## src/rtl/led_mode_ctrl.sv

```systemverilog
// Four-LED pattern controller with debounced mode and pause/restart buttons.
// Define LED_PAUSE_EN to build the pause key and the PAUSE/DONE restart path.

module led_key_db #(
  parameter logic [19:0] DEBOUNCE_CNT = 20'd1_000_000
) (
  input  logic i_clk,
  input  logic i_rst_n,
  input  logic i_key_n,
  output logic o_press
);
  logic        r_sync1;
  logic        r_sync2;
  logic        r_stable;
  logic        r_press;
  logic [19:0] r_cnt;

  assign o_press = r_press;

  // The counter only runs while the synced level disagrees with the accepted level
  always_ff @(posedge i_clk or negedge i_rst_n) begin
    if (!i_rst_n) begin
      r_sync1  <= 1'b1;
      r_sync2  <= 1'b1;
      r_stable <= 1'b1;
      r_cnt    <= '0;
      r_press  <= 1'b0;
    end else begin
      r_sync1 <= i_key_n;
      r_sync2 <= r_sync1;
      r_press <= 1'b0;
      if (r_sync2 == r_stable) begin
        r_cnt <= '0;
      end else if (r_cnt == DEBOUNCE_CNT - 20'd1) begin
        r_cnt    <= '0;
        r_stable <= r_sync2;
        r_press  <= ~r_sync2;
      end else begin
        r_cnt <= r_cnt + 20'd1;
      end
    end
  end
endmodule

module led_mode_ctrl #(
  parameter logic [23:0] TICK_CNT     = 24'd10_000_000,
  parameter logic [19:0] DEBOUNCE_CNT = 20'd1_000_000
) (
  input  logic       sys_clk,
  input  logic       sys_rst_n,
  input  logic       key_mode_n,
  input  logic       key_pause_n,
  output logic [3:0] led,
  output logic [1:0] mode
);
  localparam logic [1:0] ST_RUN   = 2'd0;
  localparam logic [1:0] ST_DONE  = 2'd2;
  localparam logic [1:0] M_FLOW_L = 2'd0;
  localparam logic [1:0] M_FLOW_R = 2'd1;
  localparam logic [1:0] M_DECR   = 2'd2;

  logic [1:0]  r_state;
  logic [1:0]  r_mode;
  logic [3:0]  r_led;
  logic [23:0] r_tick_cnt;
  logic        w_mode_press;
  logic        w_tick;
  logic [1:0]  w_mode_nxt;
  logic [3:0]  w_init_led;
  logic [3:0]  w_step_led;

  assign led  = r_led;
  assign mode = r_mode;

  led_key_db #(.DEBOUNCE_CNT(DEBOUNCE_CNT)) u_db_mode (
    .i_clk   (sys_clk),
    .i_rst_n (sys_rst_n),
    .i_key_n (key_mode_n),
    .o_press (w_mode_press)
  );

`ifdef LED_PAUSE_EN
  localparam logic [1:0] ST_PAUSE = 2'd1;
  logic w_pause_press;

  led_key_db #(.DEBOUNCE_CNT(DEBOUNCE_CNT)) u_db_pause (
    .i_clk   (sys_clk),
    .i_rst_n (sys_rst_n),
    .i_key_n (key_pause_n),
    .o_press (w_pause_press)
  );
`else
  logic w_unused_pause;
  assign w_unused_pause = key_pause_n;
`endif

  assign w_mode_nxt = r_mode + 2'd1;
  assign w_tick     = (r_state == ST_RUN) && (r_tick_cnt == TICK_CNT - 24'd1);

  always_comb begin
    w_init_led = 4'b1111;
    case (w_mode_nxt)
      M_FLOW_L: w_init_led = 4'b0001;
      M_FLOW_R: w_init_led = 4'b1000;
      default:  w_init_led = 4'b1111;
    endcase
  end

  always_comb begin
    w_step_led = ~r_led;
    case (r_mode)
      M_FLOW_L: w_step_led = {r_led[2:0], r_led[3]};
      M_FLOW_R: w_step_led = {r_led[0], r_led[3:1]};
      M_DECR:   w_step_led = {1'b0, r_led[3:1]};
      default:  w_step_led = ~r_led;
    endcase
  end

  // Priority: mode press, then pause press, then the tick step
  always_ff @(posedge sys_clk or negedge sys_rst_n) begin
    if (!sys_rst_n) begin
      r_state    <= ST_RUN;
      r_mode     <= M_FLOW_L;
      r_led      <= 4'b0001;
      r_tick_cnt <= '0;
    end else if (w_mode_press) begin
      r_mode     <= w_mode_nxt;
      r_led      <= w_init_led;
      r_tick_cnt <= '0;
      r_state    <= ST_RUN;
`ifdef LED_PAUSE_EN
    end else if (w_pause_press) begin
      case (r_state)
        ST_RUN:   r_state <= ST_PAUSE;
        ST_PAUSE: r_state <= ST_RUN;
        default: begin
          r_state    <= ST_RUN;
          r_led      <= 4'b1111;
          r_tick_cnt <= '0;
        end
      endcase
`endif
    end else if (r_state == ST_RUN) begin
      r_tick_cnt <= w_tick ? '0 : r_tick_cnt + 24'd1;
      if (w_tick) begin
        r_led <= w_step_led;
        if (r_mode == M_DECR && w_step_led == 4'b0000) begin
          r_state <= ST_DONE;
        end
      end
    end
  end
endmodule

```

## config.mk

```make
export PLATFORM = sky130hd
export DESIGN_NAME = led_mode_ctrl
export DESIGN_NICKNAME = d
export VERILOG_FILES = /design/src/rtl/led_mode_ctrl.sv
export SDC_FILE = /design/constraint.sdc
export NUM_CORES = 1
export LEC_CHECK = 0
export ABC_CLOCK_PERIOD_IN_PS = 3200
export BUFFER_PORTS_ARGS = -buffer_cell sky130_fd_sc_hd__clkbuf_2
export CORE_ASPECT_RATIO = 0.5
export CORE_MARGIN = 3
export CORE_UTILIZATION = 40
export CTS_CLUSTER_DIAMETER = 30
export DETAILED_ROUTE_END_ITERATION = 8
export GPL_TIMING_DRIVEN = 0
export PLACE_DENSITY = 0.55
export REMOVE_ABC_BUFFERS = 1
export SKIP_CTS_REPAIR_TIMING = 1
export SLEW_MARGIN = 20
export SYNTH_ARGS = -nofsm -noshare
export SYNTH_HDL_FRONTEND = slang
export SYNTH_SLANG_ARGS = --single-unit
```

## constraint.sdc

```tcl
create_clock -name sys_clk -period 3.2 [get_ports sys_clk]
set_input_delay 0.64 -clock sys_clk [delete_from_list [all_inputs] [get_ports sys_clk]]
set_output_delay 0.64 -clock sys_clk [all_outputs]
set_load 0.005 [all_outputs]
```

==> results by group <==
Outcome
  – Outcome: finished clean

Timing
  – Rel. slew slack: between 40% and 50%
  – Tcrit/Tclk final: between 70 and 80%
  – Worst-margin pin slew: roughly 780 ps
  – FMAX: about 420 MHz
  – RSZ-0062 raised after global routing: false
  – Setup violations, final: 0
  – Final slew viol count: 0
  – Crit path time final: between 2000 and 2500 ps
  – Setup TNS: 0 ps
  – Fin Clk Skew: between 6 and 7 ps
  – Hold Violations, Final: 0

Critical path
  – WP buf/inv: 0
  – Crit path largest cell delay: roughly 850 ps
  – CP startpoint kind: flop
  – R2r endpoint: r_tick_cnt[18]
  – CP Class: reg2reg
  – FF-to-FF Start: r_state[1]
  – Worst setup EP type: flop
  – FF-to-FF setup slack: 840 ps
  – Critical Path RT: 3380 ps
  – Worst-path fanout max: 23
  – Setup crit end: r_tick_cnt[18]
  – Critical-path cell list: nand2b_1 -> nor2_1 -> and3_1 -> or4_1 -> o311ai_1
  – Crit. Startpoint: r_state[1]
  – WP data arrival: between 2000 and 3000 ps
  – WP depth: 5
  – Delay-heaviest family, CP: simple AND/OR/NAND/NOR gates
  – Slowest CP cell: dfrtp_1
  – Worst reg-to-reg path cell count: 5

Logic synthesis
  – Most common cell in the netlist: dfrtp_1
  – Synth Flop Type: dfrtp_1
  – Cell Area, Synth: about 2900 um2
  – Post-synthesis cell type count: 53
  – Cell taking the most area after synthesis: dfrtp_1
  – Synthesized flop and latch total: 55
  – Gate count after technology mapping: just over 300
  – Synth area leaders: dfrtp_1 (43%), nor2_1 (6.2%), xnor2_1 (5.0%), xor2_1 (5.0%), dfstp_2 (3.6%)
  – Commonest cells in the netlist: dfrtp_1 (51), nor2_1 (49), nand2_1 (26)
  – Yosys top cell area share: a little over two fifths
  – Post-synthesis area per instance: 9.669 um2
  – Sequential share of the synthesized area: a little under half
  – Warnings from Yosys: 0
  – Number of synthesized flops with an enable pin: 0
  – Post-synthesis async set-or-reset flop share: 100.0%

CTS
  – Worst-Skew Late Latency: 290 ps
  – Root Driver: clkbuf_16
  – Num Clock Sinks: 55
  – CTS tree: built
  – Clock transition at path regs: around 70 ps
  – Htree depth: 2
  – CTS max path bufs: 2
  – Inserted Clock Buffers: 5

Global route
  – Pin count of the biggest net entering global routing: 56
  – Global-route wire length before repair: roughly 10,000 um
  – GR Overflow Total: 0
  – Vias in the first global route: about 2.1k
  – Initial antenna violation count: 0
  – Tot GR Track Use: around 15%

Detailed routing
  – ANT nets after route: 0
  – Detailed-router iteration count before antenna repair: 5
  – WL final: 5763 um
  – Initial DRC count: 140
  – Drt drc: 0
  – Vias per inst: 5.358
  – Routed len/inst: 14.23 um
  – Via count: approximately 2.2k

Floorplanning
  – Core area: 6910 um2
  – FP Rows: 21
  – Die Wd: ~130 um
  – Initial Utilization: ~43%
  – Die area: 8501 um2
  – I/O pins: 10
  – Die Y-Extent: roughly 67 um

Layout
  – Area Overhead vs Synth: 8.994%
  – Fin area: between 3000 and 4000 um2
  – Layout cells sized above 1: 10.54%
  – FF/Latch Area: roughly 1400 um2
  – Ant diodes: 0
  – Fillers: ~640
  – Nets: 323
  – Multi-input logic area: ~1500 um2

Placed design
  – Placed Area: roughly 3100 um2
  – Hpwl dp: 3887 um
  – Port bufs: 8
  – GPL Wtd Cong: around 0.86

Pwr
  – Power Total: 1.274 mW
  – P_leak: around 1.4 nW
  – Maximum VDD drop: roughly 0.20 mV
  – Power Density: 396.2 nW/um2

Hold path
  – Hold WC Path Type: reg2reg

Flow run
  – Max Cap Viol: 0
## metrics by stage
step	worst slack, ps	instances	hold slack, ps	util [%]
after floorplan	1332	297	344.4	-
after global placement	994.7	397	346.5	44.38
after detailed placement	966.6	397	346.8	44.41
after CTS	833.7	405	357.8	46.51
after global routing	718.3	405	366.3	46.51
final	841.5	405	356.9	46.51
## registers in the layout, indices dropped and copies added (netlist names)
| name | flops |
|---|---|
| u_db_mode.r_stable | 1 |
| u_db_mode.r_sync2 | 1 |
| r_tick_cnt | 24 |
| u_db_mode.o_press | 1 |
| led | 4 |
| u_db_mode.r_cnt | 20 |
| u_db_mode.r_sync1 | 1 |
| mode | 2 |
| r_state | 1 |
## cell families after synthesis
| logic type | share of synthesized area, % |
|---|---|
| flip-flops | 46.84 |
| AO/OA/AOI/OAI | 5.813 |
| AND/OR/NAND/NOR | 29.87 |
| adder cells (fa/ha/maj) | 2.970 |
| multiplexers | 2.121 |
| buffers and inverters | 2.291 |
| XOR/XNOR | 10.10 |
## cells in the final DEF, fill, tap and decap left out, types with 2 or more instances in the layout
cell type  Yosys  routed
a21oi_1       10      10
a221oi_1       2       2
a31oi_1        2       2
and3_1        10      10
and4_1         4       4
clkbuf_16      0       5
clkbuf_2       0       7
dfrtp_1       51      51
dfstp_2        4       4
ha_1           7       7
inv_1          7       7
mux2i_1        4       4
nand2_1       26      26
nand2_2        2       2
nand2b_1       5       5
nand3_1       18      18
nand4_1        9       9
nor2_1        49      49
nor2b_1        2       2
nor3_1         7       7
nor3b_1        2       2
nor4_1         4       4
nor4_2         2       2
nor4b_1        3       3
o21ai_0        3       3
o32ai_1        2       2
or3_1          4       4
or4_1          2       2
xnor2_1       17      17
xor2_1        17      17
## report_power, final
part / internal [mW] / switching (mW) / total, mW / leakage [nW]
clock: 0.294 / 0.251 / 0.544 / 0.0675
sequential: 0.700 / 0.00413 / 0.704 / 0.737
combinational: 0.00468 / 0.0202 / 0.0248 / 0.554
## how the worst min path moves through the flow
stage / from / to / slack, ps / depth (start not counted)
2_1_floorplan: sys_rst_n / led[1] / 340 / 0
3_3_place_gp: u_db_mode.r_sync1 / u_db_mode.r_sync2 / 350 / 0
3_5_place_dp: u_db_mode.r_sync1 / u_db_mode.r_sync2 / 350 / 0
4_1_cts: u_db_mode.r_sync1 / u_db_mode.r_sync2 / 360 / 0
5_1_grt: u_db_mode.r_sync1 / u_db_mode.r_sync2 / 370 / 0
6_report: u_db_mode.r_sync1 / u_db_mode.r_sync2 / 360 / 0
## layout make-up
class / count / share of cell area, %
Multi-Input combinational cell: 234 / 46.67
Tap cell: 92 / 3.581
Inverter: 8 / 0.9342
Clock buffer: 6 / 4.009
Timing Repair Buffer: 8 / 1.323
Sequential cell: 55 / 42.97
Clock inverter: 2 / 0.5060
## per-layer routing
metal / track usage [%] / up-vias / share of wire [%]
met3: 3.523 / 6 / 2.9
met5: 0 / - / 0
met4: 4.813 / 0 / 1.1
met1: 19.17 / 1040 / 51
met2: 24.87 / 31 / 45
li1: - / 1093 / -
No activity file was read; power rests on OpenSTA's default activity.
